### src/rtl/cms_ctrl_axil_bridge.sv
// AXI4-Lite register front end that stages a 64-bit word and address and issues timed CMS write-enable pulses.
// Optional feature: define CMS_CTRL_TLAST_REG_EN to make tlast_interval writable at 0x14.
module cms_ctrl_axil_bridge #(
  parameter int          AXIL_ADDR_WIDTH = 5,
  parameter int          PULSE_CYCLES    = 2,
  parameter logic [31:0] TLAST_DEFAULT   = 32'd1024
) (
  input  logic                       clk,
  input  logic                       rst_n,
  input  logic [AXIL_ADDR_WIDTH-1:0] s_axil_awaddr,
  input  logic                       s_axil_awvalid,
  output logic                       s_axil_awready,
  input  logic [31:0]                s_axil_wdata,
  input  logic [3:0]                 s_axil_wstrb,
  input  logic                       s_axil_wvalid,
  output logic                       s_axil_wready,
  output logic [1:0]                 s_axil_bresp,
  output logic                       s_axil_bvalid,
  input  logic                       s_axil_bready,
  input  logic [AXIL_ADDR_WIDTH-1:0] s_axil_araddr,
  input  logic                       s_axil_arvalid,
  output logic                       s_axil_arready,
  output logic [31:0]                s_axil_rdata,
  output logic [1:0]                 s_axil_rresp,
  output logic                       s_axil_rvalid,
  input  logic                       s_axil_rready,
  output logic [7:0]                 ctrl_addr,
  output logic [63:0]                ctrl_wdata,
  output logic                       ctrl_write_enable,
  output logic [31:0]                tlast_interval,
  output logic                       busy
);

  typedef enum logic [1:0] {ST_IDLE, ST_SETUP, ST_PULSE} state_t;

  localparam logic [1:0] RESP_OKAY   = 2'b00;
  localparam logic [1:0] RESP_SLVERR = 2'b10;

  localparam logic [AXIL_ADDR_WIDTH-1:0] A_LO     = AXIL_ADDR_WIDTH'(5'h00);
  localparam logic [AXIL_ADDR_WIDTH-1:0] A_HI     = AXIL_ADDR_WIDTH'(5'h04);
  localparam logic [AXIL_ADDR_WIDTH-1:0] A_ADDR   = AXIL_ADDR_WIDTH'(5'h08);
  localparam logic [AXIL_ADDR_WIDTH-1:0] A_CMD    = AXIL_ADDR_WIDTH'(5'h0C);
  localparam logic [AXIL_ADDR_WIDTH-1:0] A_STATUS = AXIL_ADDR_WIDTH'(5'h10);
  localparam logic [AXIL_ADDR_WIDTH-1:0] WORD_MSK = ~AXIL_ADDR_WIDTH'(3);

  state_t                       state;
  logic [3:0]                   pulse_cnt;
  logic [15:0]                  cmd_count;
  logic [31:0]                  wdata_lo;
  logic [31:0]                  wdata_hi;
  logic [7:0]                   stage_addr;
  logic                         wr_rdy;
  logic                         rd_rdy;
  logic [AXIL_ADDR_WIDTH-1:0]   waddr;
  logic [AXIL_ADDR_WIDTH-1:0]   raddr;
  logic                         wr_hs;
  logic                         rd_hs;
  logic                         wr_ok;
  logic                         rd_ok;
  logic [31:0]                  rd_data;
  logic                         cmd_fire;

  function automatic logic [31:0] byte_merge(input logic [31:0] cur, input logic [31:0] nxt,
                                             input logic [3:0] strb);
    logic [31:0] res;
    res = cur;
    for (int i = 0; i < 4; i++)
      if (strb[i]) res[8*i +: 8] = nxt[8*i +: 8];
    return res;
  endfunction

  assign s_axil_awready = wr_rdy;
  assign s_axil_wready  = wr_rdy;
  assign s_axil_arready = rd_rdy;

  assign waddr    = s_axil_awaddr & WORD_MSK;
  assign raddr    = s_axil_araddr & WORD_MSK;
  assign wr_hs    = wr_rdy && s_axil_awvalid && s_axil_wvalid;
  assign rd_hs    = rd_rdy && s_axil_arvalid;
  // busy is still high on the last PULSE cycle, so a CMD landing there is dropped
  assign cmd_fire = wr_hs && (waddr == A_CMD) && (|s_axil_wstrb) && !busy;

`ifdef CMS_CTRL_TLAST_REG_EN
  localparam logic [AXIL_ADDR_WIDTH-1:0] A_TLAST = AXIL_ADDR_WIDTH'(5'h14);
  logic [31:0] tlast_reg;
  logic [31:0] tlast_nxt;

  assign tlast_nxt      = byte_merge(tlast_reg, s_axil_wdata, s_axil_wstrb);
  assign tlast_interval = tlast_reg;

  always_ff @(posedge clk) begin
    if (!rst_n)
      tlast_reg <= TLAST_DEFAULT;
    else if (wr_hs && waddr == A_TLAST)
      tlast_reg <= (tlast_nxt == 32'd0) ? 32'd1 : tlast_nxt;
  end
`else
  assign tlast_interval = TLAST_DEFAULT;
`endif

  always_comb begin
    wr_ok = 1'b1;
    case (waddr)
      A_LO, A_HI, A_ADDR: wr_ok = 1'b1;
      A_CMD:              wr_ok = !((|s_axil_wstrb) && busy);
`ifdef CMS_CTRL_TLAST_REG_EN
      A_TLAST:            wr_ok = 1'b1;
`endif
      default:            wr_ok = 1'b0;
    endcase
  end

  always_comb begin
    rd_data = 32'd0;
    rd_ok   = 1'b1;
    case (raddr)
      A_LO:     rd_data = wdata_lo;
      A_HI:     rd_data = wdata_hi;
      A_ADDR:   rd_data = {24'd0, stage_addr};
      A_CMD:    rd_data = 32'd0;
      A_STATUS: rd_data = {cmd_count, 15'd0, busy};
`ifdef CMS_CTRL_TLAST_REG_EN
      A_TLAST:  rd_data = tlast_reg;
`endif
      default:  rd_ok = 1'b0;
    endcase
  end

  // Write channel: AW and W accepted together, one outstanding response
  always_ff @(posedge clk) begin
    if (!rst_n) begin
      wr_rdy        <= 1'b0;
      s_axil_bvalid <= 1'b0;
      s_axil_bresp  <= RESP_OKAY;
      wdata_lo      <= 32'd0;
      wdata_hi      <= 32'd0;
      stage_addr    <= 8'd0;
    end else begin
      wr_rdy <= s_axil_awvalid && s_axil_wvalid && !s_axil_bvalid && !wr_rdy;
      if (wr_hs) begin
        s_axil_bvalid <= 1'b1;
        s_axil_bresp  <= wr_ok ? RESP_OKAY : RESP_SLVERR;
        case (waddr)
          A_LO:    wdata_lo <= byte_merge(wdata_lo, s_axil_wdata, s_axil_wstrb);
          A_HI:    wdata_hi <= byte_merge(wdata_hi, s_axil_wdata, s_axil_wstrb);
          A_ADDR:  if (s_axil_wstrb[0]) stage_addr <= s_axil_wdata[7:0];
          default: ;
        endcase
      end else if (s_axil_bvalid && s_axil_bready) begin
        s_axil_bvalid <= 1'b0;
      end
    end
  end

  // Read channel: read mux sampled at acceptance, payload held until rready
  always_ff @(posedge clk) begin
    if (!rst_n) begin
      rd_rdy        <= 1'b0;
      s_axil_rvalid <= 1'b0;
      s_axil_rdata  <= 32'd0;
      s_axil_rresp  <= RESP_OKAY;
    end else begin
      rd_rdy <= s_axil_arvalid && !s_axil_rvalid && !rd_rdy;
      if (rd_hs) begin
        s_axil_rvalid <= 1'b1;
        s_axil_rdata  <= rd_ok ? rd_data : 32'd0;
        s_axil_rresp  <= rd_ok ? RESP_OKAY : RESP_SLVERR;
      end else if (s_axil_rvalid && s_axil_rready) begin
        s_axil_rvalid <= 1'b0;
      end
    end
  end

  // Command sequencer: one settle cycle, then PULSE_CYCLES of enable
  always_ff @(posedge clk) begin
    if (!rst_n) begin
      state             <= ST_IDLE;
      pulse_cnt         <= 4'd0;
      cmd_count         <= 16'd0;
      ctrl_addr         <= 8'd0;
      ctrl_wdata        <= 64'd0;
      ctrl_write_enable <= 1'b0;
      busy              <= 1'b0;
    end else begin
      case (state)
        ST_IDLE: begin
          if (cmd_fire) begin
            ctrl_addr  <= stage_addr;
            ctrl_wdata <= {wdata_hi, wdata_lo};
            busy       <= 1'b1;
            state      <= ST_SETUP;
          end
        end
        ST_SETUP: begin
          ctrl_write_enable <= 1'b1;
          pulse_cnt         <= 4'(PULSE_CYCLES - 1);
          state             <= ST_PULSE;
        end
        ST_PULSE: begin
          if (pulse_cnt == 4'd0) begin
            ctrl_write_enable <= 1'b0;
            busy              <= 1'b0;
            cmd_count         <= cmd_count + 16'd1;
            state             <= ST_IDLE;
          end else begin
            pulse_cnt <= pulse_cnt - 4'd1;
          end
        end
        default: state <= ST_IDLE;
      endcase
    end
  end

endmodule

### config.mk
export PLATFORM = sky130hd
export DESIGN_NAME = cms_ctrl_axil_bridge
export DESIGN_NICKNAME = d
export VERILOG_FILES = /design/src/rtl/cms_ctrl_axil_bridge.sv
export SDC_FILE = /design/constraint.sdc
export NUM_CORES = 1
export LEC_CHECK = 0
export ABC_CLOCK_PERIOD_IN_PS = 5400
export BUFFER_PORTS_ARGS = -buffer_cell sky130_fd_sc_hd__clkbuf_2
export CELL_PAD_IN_SITES_DETAIL_PLACEMENT = 1
export CELL_PAD_IN_SITES_GLOBAL_PLACEMENT = 2
export CORE_MARGIN = 2
export CORE_UTILIZATION = 33
export DETAILED_ROUTE_END_ITERATION = 6
export GPL_TIMING_DRIVEN = 1
export HOLD_SLACK_MARGIN = 0.03
export PLACE_DENSITY_LB_ADDON = 0.1
export SLEW_MARGIN = 15
export SYNTH_ARGS = -nofsm -noshare
export SYNTH_HDL_FRONTEND = slang
export SYNTH_SLANG_ARGS = --single-unit
### constraint.sdc
create_clock -name clk -period 5.4 [get_ports clk]
set_clock_uncertainty 0.2 [all_clocks]
set_input_delay 0.54 -clock clk [delete_from_list [all_inputs] [get_ports clk]]
set_output_delay 0.54 -clock clk [all_outputs]
set_load 0.03 [all_outputs]
==> impl_metrics.py <==
metrics = {
    "grt": {
        "grt_antenna_before_repair": 1,
        "use_met3": 0.0506,
        "grtUsageMet1": 0.273,
        "grt_overflow": 0,
        "grt_pass1_wl_um": 40200,
        "track_usage": 0.194,
        "grt_max_degree": 64,
        "grt_busiest_layer": "met2",
        "use_met2": 0.299,
        "grt_pass1_vias": 7049,
    },
    "synth": {
        "yosys_warnings": 0,
        "syn_avg_cell_area_um2": 8.29,
        "synth_most_common_cell": "nand2_1",
        "yosys.area_share.adder": 0.00459,
        "synth-seq-area-share": 0.504,
        "yosysTopAreaCell": "dfxtp_1",
        "synth_edf_count": 0,
        "synthXorXnorAreaFrac": 0.00964,
        "synth_commonest_cells": "219 x nand2_1, 206 x dfxtp_1, 111 x o21ai_0",
        "synth_compound_area_frac": 0.156,
        "synth_area_leaders": "dfxtp_1 50%, nand2_1 10%, o21ai_0 6.8%, a21oi_1 5.6%, nand3_1 5.4%",
        "synth_top_area_frac": 0.504,
        "synthSimpleGateAreaFrac": 0.215,
        "synthArstFlopShare": 0,
        "ys.flop_type": "dfxtp_1",
        "synth_top_family_by_area": "simple AND/OR/NAND/NOR gates",
        "ys_types": 39,
        "ys_ff_latch": 206,
        "postSynthCellCount": 986,
        "syn_area_um2": 8180,
        "synthMuxAreaShare": 0.0416,
    },
    "detailed_routing": {
        "viasPerCell": 4.95,
        "wl_per_cell_um": 17.5,
        "postRouteAntennaNets": 0,
        "firstDrtPassIters": 4,
        "drc_errors": 0,
        "first_iter_violations": 291,
        "dr_total_vias": 7191,
        "routed_wl_um": 25400,
    },
    "die": {
        "die_y_um": 161,
        "start_util": 0.336,
        "io_pins": 200,
        "core-area_um2": 24300,
        "die_x_um": 161,
        "placementRows": 57,
        "die-area_um2": 26000,
    },
    "cts": {
        "cts_sinks": 206,
        "cts_setup_buffers": 0,
        "cts_root_buf": "clkbuf_16",
        "cts.path.max_buffers": 3,
        "cts_made_buffers": 25,
        "cts_tree": "built",
        "cts_resized": 0,
        "clk_latency_ps": 520,
        "postCtsHoldBufs": 0,
        "clkTransAtPathRegs_ps": 60,
        "h-tree-depth": 1,
    },
    "flow_run": {
        "maxCapViolCount": 0,
    },
    "power": {
        "p_leak_uw": 0.00380,
        "peakVddDrop_uv": 193,
        "powerDensity_nw_per_um2": 334,
    },
    "sta": {
        "drv_slew": 0,
        "clock.fmax_mhz": 333,
        "finalHoldViolations": 0,
        "relSlewSlack": 0.242,
        "setup_viol": 0,
        "fin_hold_ws_ps": 73.4,
        "tightest_slew_ps": 1130,
        "finalSetupTns_ps": 0,
        "finalCritPeriodShare": 0.557,
        "period_minus_slack_ps": 3010,
        "rsz0062_at_grt": "false",
    },
    "critical_path": {
        "cp_max_fo": 40,
        "end_kind": "flip-flop",
        "path_class": "reg -> reg",
        "arrival_ps": 3170,
        "worstSetupStartpointType": "flip-flop",
        "cp.required_ps": 5560,
    },
    "placement": {
        "finalWeightedCongestion": 0.776,
        "place.port_buffers": 161,
        "dpl-instance-area_um2": 9060,
        "dp_hpwl_um": 17600,
    },
    "layout": {
        "final_cell_area_um2": 9870,
        "final_util": 0.406,
        "fill_cells": 2945,
        "layout.nets": 1165,
        "drive_gt1_frac": 0.187,
        "syn_to_final_growth_pct": 20.7,
    },
    "worst_hold_path": {
        "min_path_type": "in -> reg",
    },
    "outcome": {
        "status": "completed",
    },
}
==> flip-flops by register name (all words and copies together), names as in the netlist, 2 cells and up <==
| register | flops |
|---|---|
| cmd_count | 16 |
| wdata_lo | 32 |
| state | 2 |
| wdata_hi | 32 |
| pulse_cnt | 4 |
| ctrl_addr | 8 |
| stage_addr | 8 |
| s_axil_rdata | 32 |
| ctrl_wdata | 64 |
==> critical path, stage by stage (launching register included) <==
cell and delay [ps]:
dfxtp_1 480, or3_1 490, or4_2 1000, buf_4 440, nand2_1 120, a21oi_1 60
==> cell families after synthesis <==
kind of cell	after synthesis
adders and majority gates	3
other	2
muxes	34
xor gates and xnor gates	9
buffers and inverters	110
DFF	206
and+or+nand+nor	388
AOI/OAI and AO/OA	234
==> cell usage in the layout (no fill, tap or decap), drive strengths merged, types with 3 or more instances in the layout <==
master	synthesis	routed
xnor2	6	6
or3	5	5
xor2	3	3
nor2b	5	5
o21ai	111	111
inv	5	5
nand2	219	219
a22o	23	23
ha	3	3
or4	4	4
clkinv	1	4
nand4b	5	5
a21oi	91	91
dfxtp	206	206
nor2	18	18
mux2i	34	34
nand3	88	88
nor3	7	7
buf	52	8
nand3b	4	4
and2	9	9
conb	2	34
nand2b	7	7
nand4	5	5
clkbuf	52	201
nor4	7	7
==> metal layers <==
metal  vias up  wire, um
met1      3452     12000
li1       3557         -
met5         -         0
met3        26      1800
met4         0       421
met2       156     11100
==> per-stage QoR <==
step           std cells  total power (uW)  worst slack, ps
5_1_grt             1451              3440             2230
6_report            1452              3300             2390
3_3_place_gp        1406              1700             2000
4_1_cts             1451              3350             2360
3_5_place_dp        1406              1700             1900
2_1_floorplan       1018              1670             3100
==> where the power goes <==
part / total, uW / leakage (uW) / switching [uW] / internal (uW)
Clock: 1640 / 0.000395 / 641 / 994
Combinational: 137 / 0.00175 / 108 / 28.9
Sequential: 1530 / 0.00166 / 2.76 / 1520
==> cell type report <==
class	instances	area, um^2	share of cell area
inverter	6	23.8	0.00241
clock inverter	4	45.0	0.00457
antenna	1	2.50	0.000254
timing repair buffer	168	873	0.0885
multi-input combinational	702	3640	0.369
sequential	206	4120	0.418
tap	324	405	0.0411
clock buffer	41	756	0.0766
==> path summary, 6_finish.rpt <==
path,cells past startpoint,to,startpoint,slack [ps]
max reg2reg,5,ctrl_wdata[21],state[1],2390
max,5,ctrl_wdata[21],state[1],2390
min,3,wdata_lo[31],s_axil_wdata[31],70
min reg2reg,2,ctrl_wdata[56],ctrl_wdata[56],250
(Power assumes the default switching activity.)
